--- src/rtl/network_pkg.sv ---
// Shared types and helpers for the network core sequencer.
package network_pkg;

  typedef enum logic [1:0] {
    IDLE,
    LOAD,
    RUN,
    DONE
  } sched_state_t;

  // Evaluation window: height * 2**(width+2) core cycles.
  function automatic int window_len(input int width, input int height);
    return height * (1 << (width + 2));
  endfunction

endpackage

--- src/rtl/network_scheduler_spike_counter.sv ---
// Rising-edge detector on the core spike output feeding a saturating counter.
module spike_counter
  import network_pkg::*;
#(
  parameter int CNT_W = 8
) (
  input  logic             i_clk,
  input  logic             i_rst,
  input  logic             i_clr,
  input  logic             i_en,
  input  logic             i_spike,
  output logic [CNT_W-1:0] o_count
);

  logic             r_prev;
  logic [CNT_W-1:0] r_count;
  logic             w_rise;
  logic             w_sat;

  assign w_rise  = i_spike & ~r_prev;
  assign w_sat   = &r_count;
  assign o_count = r_count;

  always_ff @(posedge i_clk or posedge i_rst) begin
    if (i_rst) begin
      r_prev  <= 1'b0;
      r_count <= '0;
    end else if (i_clr) begin
      r_prev  <= 1'b0;
      r_count <= '0;
    end else if (i_en) begin
      r_prev <= i_spike;
      if (w_rise && !w_sat) begin
        r_count <= r_count + 1'b1;
      end
    end
  end

endmodule

--- src/rtl/network_scheduler.sv ---
// Runs the spiking network core over one frame at a time: core reset, a fixed
// enabled window, then a spike-count result over a valid/ready port.
//
// state | meaning
// IDLE  | waiting for a frame, core held in reset
// LOAD  | one-cycle core reset, window and spike count cleared
// RUN   | core enabled for WINDOW cycles, spike edges counted
// DONE  | result presented until the sink accepts it
module network_scheduler
  import network_pkg::*;
#(
  parameter int WIDTH       = 8,
  parameter int HEIGHT      = 7,
  parameter int WINDOW      = window_len(WIDTH, HEIGHT),
  parameter int CNT_W       = 8,
  parameter int FIRE_THRESH = 1
) (
  input  logic              i_clk,
  input  logic              i_rst,
  input  logic              i_frame_valid,
  output logic              o_frame_ready,
  input  logic [HEIGHT-1:0] i_frame_pixels,
  input  logic              i_abort,
  output logic              o_net_rst,
  output logic              o_net_en,
  output logic [HEIGHT-1:0] o_net_pixels,
  input  logic              i_net_spike,
  output logic              o_result_valid,
  input  logic              i_result_ready,
  output logic [CNT_W-1:0]  o_result_count,
  output logic              o_result_fire,
  output logic              o_busy
);

  localparam int                WIN_W  = $clog2(WINDOW + 1);
  localparam logic [WIN_W-1:0]  LAST   = WIN_W'(WINDOW - 1);
  localparam logic [31:0]       THRESH = 32'(FIRE_THRESH);

  sched_state_t      r_state;
  logic [WIN_W-1:0]  r_win;
  logic [HEIGHT-1:0] r_net_pixels;
  logic              r_net_en;
  logic              r_net_rst;
  logic              r_result_valid;
  logic              r_busy;
  logic [CNT_W-1:0]  w_count;
  logic              w_clr;
  logic              w_cnt_en;

  always_ff @(posedge i_clk or posedge i_rst) begin
    if (i_rst) begin
      r_state        <= IDLE;
      r_win          <= '0;
      r_net_pixels   <= '0;
      r_net_en       <= 1'b0;
      r_net_rst      <= 1'b1;
      r_result_valid <= 1'b0;
      r_busy         <= 1'b0;
    end else begin
      case (r_state)
        IDLE: begin
          if (i_frame_valid) begin
            r_state      <= LOAD;
            r_net_pixels <= i_frame_pixels;
            r_busy       <= 1'b1;
          end
        end
        LOAD: begin
          r_win <= '0;
          if (i_abort) begin
            r_state <= IDLE;
            r_busy  <= 1'b0;
          end else begin
            r_state   <= RUN;
            r_net_en  <= 1'b1;
            r_net_rst <= 1'b0;
          end
        end
        RUN: begin
          // Abort wins even on the final window cycle: no result is produced.
          if (i_abort) begin
            r_state   <= IDLE;
            r_net_en  <= 1'b0;
            r_net_rst <= 1'b1;
            r_busy    <= 1'b0;
          end else begin
            r_win <= r_win + 1'b1;
            if (r_win == LAST) begin
              r_state        <= DONE;
              r_net_en       <= 1'b0;
              r_net_rst      <= 1'b1;
              r_result_valid <= 1'b1;
            end
          end
        end
        DONE: begin
          if (i_result_ready) begin
            r_state        <= IDLE;
            r_result_valid <= 1'b0;
            r_busy         <= 1'b0;
          end
        end
        default: begin
          r_state <= IDLE;
        end
      endcase
    end
  end

  assign w_clr    = (r_state == LOAD);
  assign w_cnt_en = (r_state == RUN);

  spike_counter #(
    .CNT_W(CNT_W)
  ) u_spike_counter (
    .i_clk  (i_clk),
    .i_rst  (i_rst),
    .i_clr  (w_clr),
    .i_en   (w_cnt_en),
    .i_spike(i_net_spike),
    .o_count(w_count)
  );

  // The count only moves in RUN, so it is naturally frozen while DONE waits.
  assign o_frame_ready  = (r_state == IDLE);
  assign o_net_rst      = r_net_rst;
  assign o_net_en       = r_net_en;
  assign o_net_pixels   = r_net_pixels;
  assign o_result_valid = r_result_valid;
  assign o_result_count = w_count;
  assign o_result_fire  = (32'(w_count) >= THRESH);
  assign o_busy         = r_busy;

endmodule

--- config.mk ---
export PLATFORM = sky130hd
export DESIGN_NAME = network_scheduler
export DESIGN_NICKNAME = d
export VERILOG_FILES = /design/src/rtl/network_pkg.sv /design/src/rtl/network_scheduler_spike_counter.sv /design/src/rtl/network_scheduler.sv
export SDC_FILE = /design/constraint.sdc
export NUM_CORES = 1
export LEC_CHECK = 0
export ABC_AREA = 1
export CAP_MARGIN = 40
export CORE_MARGIN = 5
export CORE_UTILIZATION = 48
export DETAILED_ROUTE_END_ITERATION = 8
export PLACE_DENSITY = 0.75
export SKIP_CTS_REPAIR_TIMING = 1
export SLEW_MARGIN = 20
export SYNTH_ARGS = -nofsm -noshare
export SYNTH_HDL_FRONTEND = slang
export SYNTH_SLANG_ARGS = --single-unit
export TNS_END_PERCENT = 20
--- constraint.sdc ---
create_clock -name i_clk -period 1.6 [get_ports i_clk]
set_clock_uncertainty 0.05 [all_clocks]
set_input_delay 0.16 -clock i_clk [delete_from_list [all_inputs] [get_ports i_clk]]
set_output_delay 0.16 -clock i_clk [all_outputs]
set_load 0.02 [all_outputs]
==> Word level (Yosys, flattened, before mapping) <==
Cells that the tools add are included.
{ "word_totals": {"elab_cells": 67, "register_bits": 35, "output_inout_bits": 21} }
{ "op_classes": {"n_eq_ne": 11, "reduce_logical": 15, "order_cmp": 1, "n_addsub": 2, "muxes": 27, "bitwise_logic": 2} }
{ "ops": {"columns": ["op", "n"], "rows": [
  ["13-bit case mux with 2 select lines", 1],
  ["8-bit 2-to-1 mux", 3],
  ["13-bit by 1-bit adder with 13-bit output (second input constant)", 1],
  ["13-bit equality test (second input constant)", 1],
  ["13-bit 2-to-1 mux", 1],
  ["1-bit 2-to-1 mux", 12],
  ["2-bit 2-to-1 mux", 5],
  ["2-bit != test (second input constant)", 5],
  ["3-bit AND reduction", 3],
  ["8-bit by 1-bit adder with 8-bit output (second input constant)", 1],
  ["8-bit by 1-bit >= comparator with 1-bit output (second input constant)", 1],
  ["2-bit case mux with 4 select lines", 1],
  ["8-bit AND reduction", 1],
  ["1-bit case mux with 2 select lines", 3],
  ["2-bit AND reduction", 3],
  ["2-bit nonzero test", 3],
  ["2-bit equality test (second input constant)", 2],
  ["4-bit AND reduction", 1],
  ["3-bit != test (second input constant)", 1],
  ["1-bit case mux with 3 select lines", 1],
  ["2-bit by 1-bit equality test with 1-bit output (second input constant)", 1],
  ["2-bit logical NOT", 1],
  ["2-bit by 1-bit != test with 1-bit output (second input constant)", 1],
  ["2-bit OR reduction", 1],
  ["other kinds (4)", 4]
]} }

==> Logic depth before layout (Yosys ltp) <==
Gate-level depths: netlist of the first run.
{ "logic_depth": {"word_depth": 6, "depth_mapped": 10, "ltp_nobuf": 10} }

==> Modules after synthesis <==
A second synthesis of the first run with hierarchy kept.
{ "hier_totals": {"hier_cells": 253, "area_unflattened_um2": 1995.7} }
{ "modules_own_cells": {"columns": ["module", "n_inst", "area_per_inst_um2", "seq_area_each_um2", "cells_each"], "rows": [
  ["network_scheduler", 1, 1418.9, 651.9, 172],
  ["spike_counter", 1, 576.8, 225.2, 81]
]} }

==> Worst setup path before layout of the first run <==
No wires, ideal clock.
{ "synth_timing": {"path_type": "register to register", "from": "register r_state[0]", "to": "register r_win[10]", "required_time_ps": 1430, "period_less_slack_ps": 1591, "path_stages_with_launch": 9, "arrival_time_ps": 1422, "setup_slack_ps": 9, "path_buffers": 1, "cell_sequence": "dfrtp_1 > inv_1 > ha_1 > inv_2 > a21oi_4 > buf_6 > nand4_2 > o21ai_0 > nor2_1"} }
{ "synth_via": {"elab_chain_len": 3} }
{ "synth_rtl": {"columns": ["item", "line_no", "source"], "rows": [
  ["start, declared", "network_scheduler.sv:39", "sched_state_t r_state;"],
  ["start signal, assigned", "network_scheduler.sv:52", "r_state <= IDLE;"],
  ["start signal, assigned", "network_scheduler.sv:63", "r_state <= LOAD;"],
  ["start signal, assigned", "network_scheduler.sv:71", "r_state <= IDLE;"],
  ["2-bit equality test / 2-bit by 1-bit equality test with 1-bit output (equally long branches)", "network_scheduler.sv:60", "case (r_state)"],
  ["2-bit != test (no line) / 2-bit nonzero test (equally long branches)", null, null],
  ["2-bit AND reduction (no line)", null, null],
  ["end signal, assigned", "network_scheduler.sv:87", "r_win <= r_win + 1'b1;"],
  ["end, declared", "network_scheduler.sv:40", "logic [WIN_W-1:0] r_win;"]
]} }
Parallel ways exist; a longest one is shown, timed or not.
A chain may end at the register's enable or synchronous reset.

==> Final worst setup path of the first run <==
{ "layout_timing": {"from": "register u_spike_counter.r_count[6] (netlist: u_spike_counter.o_count[6])", "to": "output port o_result_count[6]"} }
{ "layout_rtl": {"columns": ["item", "line_no", "source"], "rows": [
  ["start, declared", "network_scheduler_spike_counter.sv:16", "logic [CNT_W-1:0] r_count;"],
  ["start signal, assigned", "network_scheduler_spike_counter.sv:34", "r_count <= r_count + 1'b1;"],
  ["end, declared", "network_scheduler.sv:30", "output logic [CNT_W-1:0] o_result_count,"]
]} }
No word-level cell between the ends.

==> results of run 1 <==
[worst paths after layout]
path                                                  from                    endpoint  slack, ps  cells past startpoint
min in group i_clk                             i_net_spike      u_spike_counter.r_prev        410                      3
worst min-delay path                                 i_rst                    r_win[7]        140                      3
worst min register to register                   o_net_rst                   o_net_rst        430                      2
worst max-delay path            u_spike_counter.o_count[6]           o_result_count[6]         70                      1
worst max register to register                  r_state[1]                    r_win[4]         80                      8
max in group asynchronous                            i_rst  u_spike_counter.o_count[6]       1070                      3
[tightest hold or removal path, delay by kind of cell]
kind     cells  cell delay [ps]
buf+inv      3              670
[layout by cell type, fill, tap and decap left out, drive strengths merged, types with 2 or more instances in the layout]
cell type | Yosys | final
a21oi | 6 | 7
buf | 3 | 17
clkbuf | 0 | 8
clkdlybuf4s50 | 0 | 24
dfrtp | 34 | 34
dlymetal6s2s | 0 | 8
ha | 8 | 8
inv | 41 | 41
mux2 | 7 | 7
nand2 | 72 | 72
nand3 | 16 | 16
nand4 | 8 | 8
nor2 | 31 | 31
o21ai | 21 | 21
o21bai | 2 | 2
xor2 | 3 | 3
[report_power, final]
part	internal (mW)	leakage, nW	switching (mW)
registers	1.11	0.457	0.125
logic	0.930	0.870	1.17
clock network	0.347	0.0482	0.311
[per-stage QoR]
stage / hold WS, ps / util, %
finish: 137 / 66.2
global route: 149 / 66.2
CTS: 133 / 64.4
detailed placement: 420 / 62.2
global placement: 409 / 62.2
floorplan: 258 / -
[per-layer routing]
metal  part of all wire, %  vias up  wire length [µm]  global-route usage [%]
li1                      -      925                 -                       -
met1                    44      801              1950                    21.1
met2                    48       38              2140                    29.6
met3                   6.4        7               281                    6.54
met4                   1.1        0                47                    5.34
met5                     0        -                 0                       0
[cell type report]
class	instances	area, µm²	area share [%]
clock buffer	7	86.3	3.23
inverter	41	156	5.86
timing repair buffer	50	473	17.7
clock inverter	1	5.00	0.188
multi-input combinational	179	1010	37.8
tap	50	62.6	2.34
sequential	35	877	32.9
[kinds of logic after synthesis]
logic type               after synthesis  share of synthesized area, %
multiplexers                           7                          3.91
AND/OR/NAND/NOR                      130                          27.8
AO/OA/AOI/OAI                         30                          9.31
buffers and inverters                 44                          9.19
XOR/XNOR                               3                          1.30
flip-flops                            35                          43.5
adder cells (fa/ha/maj)                8                          4.97
[state kept, by name (all words and copies together) (netlist names)]
register	cells
r_win	13
u_spike_counter.o_count	8
o_net_pixels	7
r_state	2
o_busy	1
o_net_en	1
o_net_rst	1
o_result_valid	1
u_spike_counter.r_prev	1
==> results.md, run 1 <==
* Status: finished, final reports clean
* Leading register cell type out of synthesis: dfrtp_1
* Yosys cell types at 30
* Worst Max-Slew Pin Slew at 301 ps
* Synth top area cells: dfrtp_1 42%, nand2_1 13%, inv_1 7.4%
* Syn-to-layout area delta at 32.4%
* Sequential fraction of the synthesis area at 43.5%
* Syn Nets at 278
* # fillers at 357
* Vias in the first global route at 1786
* Worst Path Required at 1390 ps
* P per Cell Area at 1500 nW/µm²
* Vias after detailed routing at 1771
* F_max at 652 MHz
* Antenna viol nets, final at 0
* #FFs+latches synth at 35
* TNS Setup at 0 ps
* Post-synth top area share at 42.2%
* Initial Util at 50.0%
* Nets at 333
* Largest net degree at the start of global routing at 24
* Vias per cell at 4.88
* Share of layout cells above drive strength 1 at 17.6%
* Placement Setup Slack at -39.2 ps
* Crit path cell chain: clkdlybuf4s50_1
* Mapped Area at 2020 µm²
* DRT Pass-1 Iters at 4
* Post-DP HPWL at 3.29 mm
* Final setup margin at 66.4 ps
* Final period util at 95.9%
* EDFF count, synth at 0
* Worst Hold Class: in -> async
* Worst Setup End Kind: output port
* CTS H-tree lvls at 2
* CP max-delay cell: clkdlybuf4s50_1
* Max-slew headroom at 79.9%
* Clk slew on worst S/H paths at 70 ps
* Worst Path Buf+Inv at 1
* Fin. max-slew vios at 0
* Min Tclk post-route at 1530 ps
* Num rows at 23
* WP data arrival at 1320 ps
* Total GRT Usage at 17.6%
* Total Wirelength at 4.41 mm
* Post-synthesis area per instance at 7.84 µm²
* CTS Buf Count at 5
* Lkg Pwr at 1.38 nW
* Hold violation count in the final report at 0
* Worst skew pair latency at 290 ps
* Die footprint at 5600 µm²
* Synth area leader: dfrtp_1
* Tot Pwr at 4.00 mW
* Crit path max-delay family: buffers and inverters
* Critical Path Start Type: flip-flop
* Top Ports at 34
* First-pass GRT wire length at 7.56 mm
* Fin cells at 363
* Maximum vdd drop at 1.01 mV
* Ys Warns at 0
* Cells after synthesis at 257
* DR iter-0 viols at 96
* Total gr overflow at 0
* Root buffer cell: clkbuf_8
* CTS sink count at 35
* N_diodes at 0
* Critical path type: reg -> out
* DIE HEIGHT at 74.8 µm
* RSZ-0062 raised after global routing: true
* Placed insts at 354
* Worst Path Max Fanout at 6
* Die width at 74.8 µm
* WL/cell at 12.1 µm
* Asr flop ratio synth at 100%
* Top post-synthesis cells by count: 69 x nand2_1, 40 x inv_1, 34 x dfrtp_1, 30 x nor2_1, 17 x o21ai_0
* Initial antenna violation count at 0
* Max-cap violations at 0
* Setup Viol. Count Final at 0
* Port Buf Inserts at 33
* CTS tree: built
* DRC viols at 0
* Final RePlAce weighted congestion at 0.852
* Clock Tree Buf Depth at 2
* Cell Area, Placed at 2500 µm²
* Core Footprint at 4030 µm²
* Critical Path Max Stage Delay at 630 ps
* Post-route cell area at 2670 µm²
* Top-count cell post-synth: nand2_1
Note: power is estimated with default switching activity, not from simulation.
==> run 2: changes to the inputs <==
--- a/config.mk
+++ b/config.mk
@@ -10,7 +10,8 @@
 export CORE_MARGIN = 5
 export CORE_UTILIZATION = 48
 export DETAILED_ROUTE_END_ITERATION = 8
-export PLACE_DENSITY = 0.75
+export GPL_ROUTABILITY_DRIVEN = 1
+export PLACE_DENSITY = 0.77
 export SKIP_CTS_REPAIR_TIMING = 1
 export SLEW_MARGIN = 20
 export SYNTH_ARGS = -nofsm -noshare
==> run 2 against run 1 <==
Wire length down 0.66%. Total power up 4.7%. Worst setup slack worse by 63 ps. Via count up 0.11%. Highest routed layer unchanged. Critical path type unchanged.
==> results.md, run 2 (synthesis results as in run 1) <==
* Post-DP HPWL at 3.22 mm (-2.2%)
* Critical path type: reg -> out
* F_max at 626 MHz (-4.0%)
* CTS tree: built
* Worst skew pair latency at 280 ps (about the same)
* Most frequent cells in the layout: 68 x nand2_1, 37 x inv_1, 34 x dfrtp_1, 30 x nor2_1, 23 x clkdlybuf4s50_1
* Most common cell after layout, fill and taps aside: nand2_1
* Worst Path Max Fanout at 2 (-4)
* Worst Setup End Kind: output port
* Crit path launch: u_spike_counter.o_count[2]
* Vias per cell at 4.90 (+0.39%)
* DRT Pass-1 Iters at 4 (unchanged)
* Placement Setup Slack at -39.6 ps (-0.415 ps)
* Max-cap violations at 0 (unchanged)
* N_diodes at 0 (unchanged)
* Biggest register: r_win
* Initial antenna violation count at 0 (unchanged)
* Clock Tree Buf Depth at 2 (unchanged)
* Final period util at 99.8% (+3.9 points)
* Die footprint at 5600 µm² (unchanged)
* Largest net degree at the start of global routing at 36 (+50%)
* Nets at 332 (-0.30%)
* Reg2reg setup slack at 40 ps (-40 ps)
* CTS Buf Count at 5 (unchanged)
* Status: finished, final reports clean
* Total GRT Usage at 17.8% (+0.18 points)
* Fin cells at 362 (-0.28%)
* Num rows at 23 (unchanged)
* Worst Path Required at 1390 ps (about the same)
* # fillers at 334 (-6.4%)
* Worst Max-Slew Pin Slew at 303 ps (+2.26 ps)
* Hold violation count in the final report at 0 (unchanged)
* Die width at 74.8 µm (unchanged)
* Maximum vdd drop at 1.08 mV (+7.3%)
* WL/cell at 12.1 µm (-0.38%)
* Final RePlAce weighted congestion at 0.892 (+4.7%)
* Initial Util at 50.0% (unchanged)
* Total Wirelength at 4.38 mm (-0.66%)
* Cell Area, Placed at 2510 µm² (+0.20%)
* RSZ-0062 raised after global routing: true
* DR iter-0 viols at 107 (+11%)
* Top Ports at 34 (unchanged)
* Total gr overflow at 0 (unchanged)
* Port Buf Inserts at 33 (unchanged)
* Antenna viol nets, final at 0 (unchanged)
* CTS H-tree lvls at 2 (unchanged)
* Share of layout cells above drive strength 1 at 17.6% (+0.056 points)
* Tot Pwr at 4.19 mW (+4.7%)
* Worst Hold Class: in -> async
* Core Footprint at 4030 µm² (unchanged)
* Setup Viol. Count Final at 0 (unchanged)
* Reg2reg start: r_state[1]
* DIE HEIGHT at 74.8 µm (unchanged)
* Root buffer cell: clkbuf_8
* Clk slew on worst S/H paths at 70 ps (about the same)
* CTS sink count at 35 (unchanged)
* Post-route cell area at 2710 µm² (+1.4%)
* Placed insts at 353 (-0.28%)
* Syn-to-layout area delta at 34.3%
* WP data arrival at 1390 ps (+70 ps)
* First-pass GRT wire length at 7.69 mm (+1.7%)
* Fin. max-slew vios at 0 (unchanged)
* Final setup margin at 3.22 ps (-63.1 ps)
* R2R cell count at 7 (-1)
* Vias after detailed routing at 1773 (+0.11%)
* P per Cell Area at 1550 nW/µm² (+3.3%)
* Critical Path Start Type: flip-flop
* Min Tclk post-route at 1600 ps (+63.1 ps)
* Number of flip-flops under the largest register name at 13 (unchanged)
* Vias in the first global route at 1833 (+2.6%)
* Lkg Pwr at 1.41 nW (+2.3%)
* Max-slew headroom at 79.6% (-0.34 points)
* DRC viols at 0 (unchanged)
## run 2: cell count changes in the layout (fill, tap and decap cells not counted), moves of 2 or more
| cell | change |
|---|---|
| buf_4 | -3 |
| o21ai_0 | -4 |
| o21ai_1 | +4 |
| dlymetal6s2s_1 | +2 |
## run 2: power by group
group	leakage, nW	total, mW	internal, mW	switching, mW
Sequential	0.457	1.23	1.11	0.124
Clock	0.0612	0.824	0.504	0.320
Combinational	0.888	2.13	0.938	1.19
Total	1.41	4.19	2.55	1.63
## run 2: path summary, 6_finish.rpt
| kind | to |
|---|---|
| min reg2reg | o_net_rst |
| max in group asynchronous | o_net_rst |
| max reg2reg | r_win[9] |
| max | o_result_fire |
| min | u_spike_counter.o_count[6] |
| min in group i_clk | u_spike_counter.r_prev |
## run 2: metal layers
metal  global-route usage (%)  wire length, µm  vias to the layer above  share of wire [%]
li1                         -                -                      921                  -
met1                     22.1             2020                      804                 46
met2                     28.8             2050                       44                 47
met3                     6.14              270                        4                6.2
met4                     6.52               36                        0               0.82
met5                        0                0                        -                  0
## run 2: area by class of cell
cell class | instances | area, µm² | area share [%]
multi-input cells | 179 | 1000 | 37.0
flip-flops and latches | 35 | 877 | 32.4
repair buffers | 49 | 492 | 18.2
inverters | 41 | 156 | 5.78
clock buffers | 6 | 82.6 | 3.05
well taps | 50 | 62.6 | 2.31
clock inverters | 2 | 35.0 | 1.29
## run 2: through the flow
step           hold WS [ps]  util (%)  TNS (ps)
4_1_cts                 169      65.2      -874
5_1_grt                 183      67.2      -407
3_3_place_gp            409      62.3     -49.5
2_1_floorplan           258         -         0
3_5_place_dp            414      62.3      -153
6_report                166      67.2         0
## run 2: critical path, cell delays in order (launching register included)
cell            delay [ps]
dfrtp_1                380
nor4_1                 340
nand4_1                150
dlymetal6s2s_1         240
==> run 3: changes to the inputs <==
--- a/config.mk
+++ b/config.mk
@@ -10,7 +10,7 @@
 export CORE_MARGIN = 5
 export CORE_UTILIZATION = 48
 export DETAILED_ROUTE_END_ITERATION = 8
-export GPL_ROUTABILITY_DRIVEN = 1
+export GPL_ROUTABILITY_DRIVEN = 0
 export PLACE_DENSITY = 0.77
 export SKIP_CTS_REPAIR_TIMING = 1
 export SLEW_MARGIN = 20
==> results of run 3 <==
The final DEF is identical to that of run 2; final timing and power are the same.
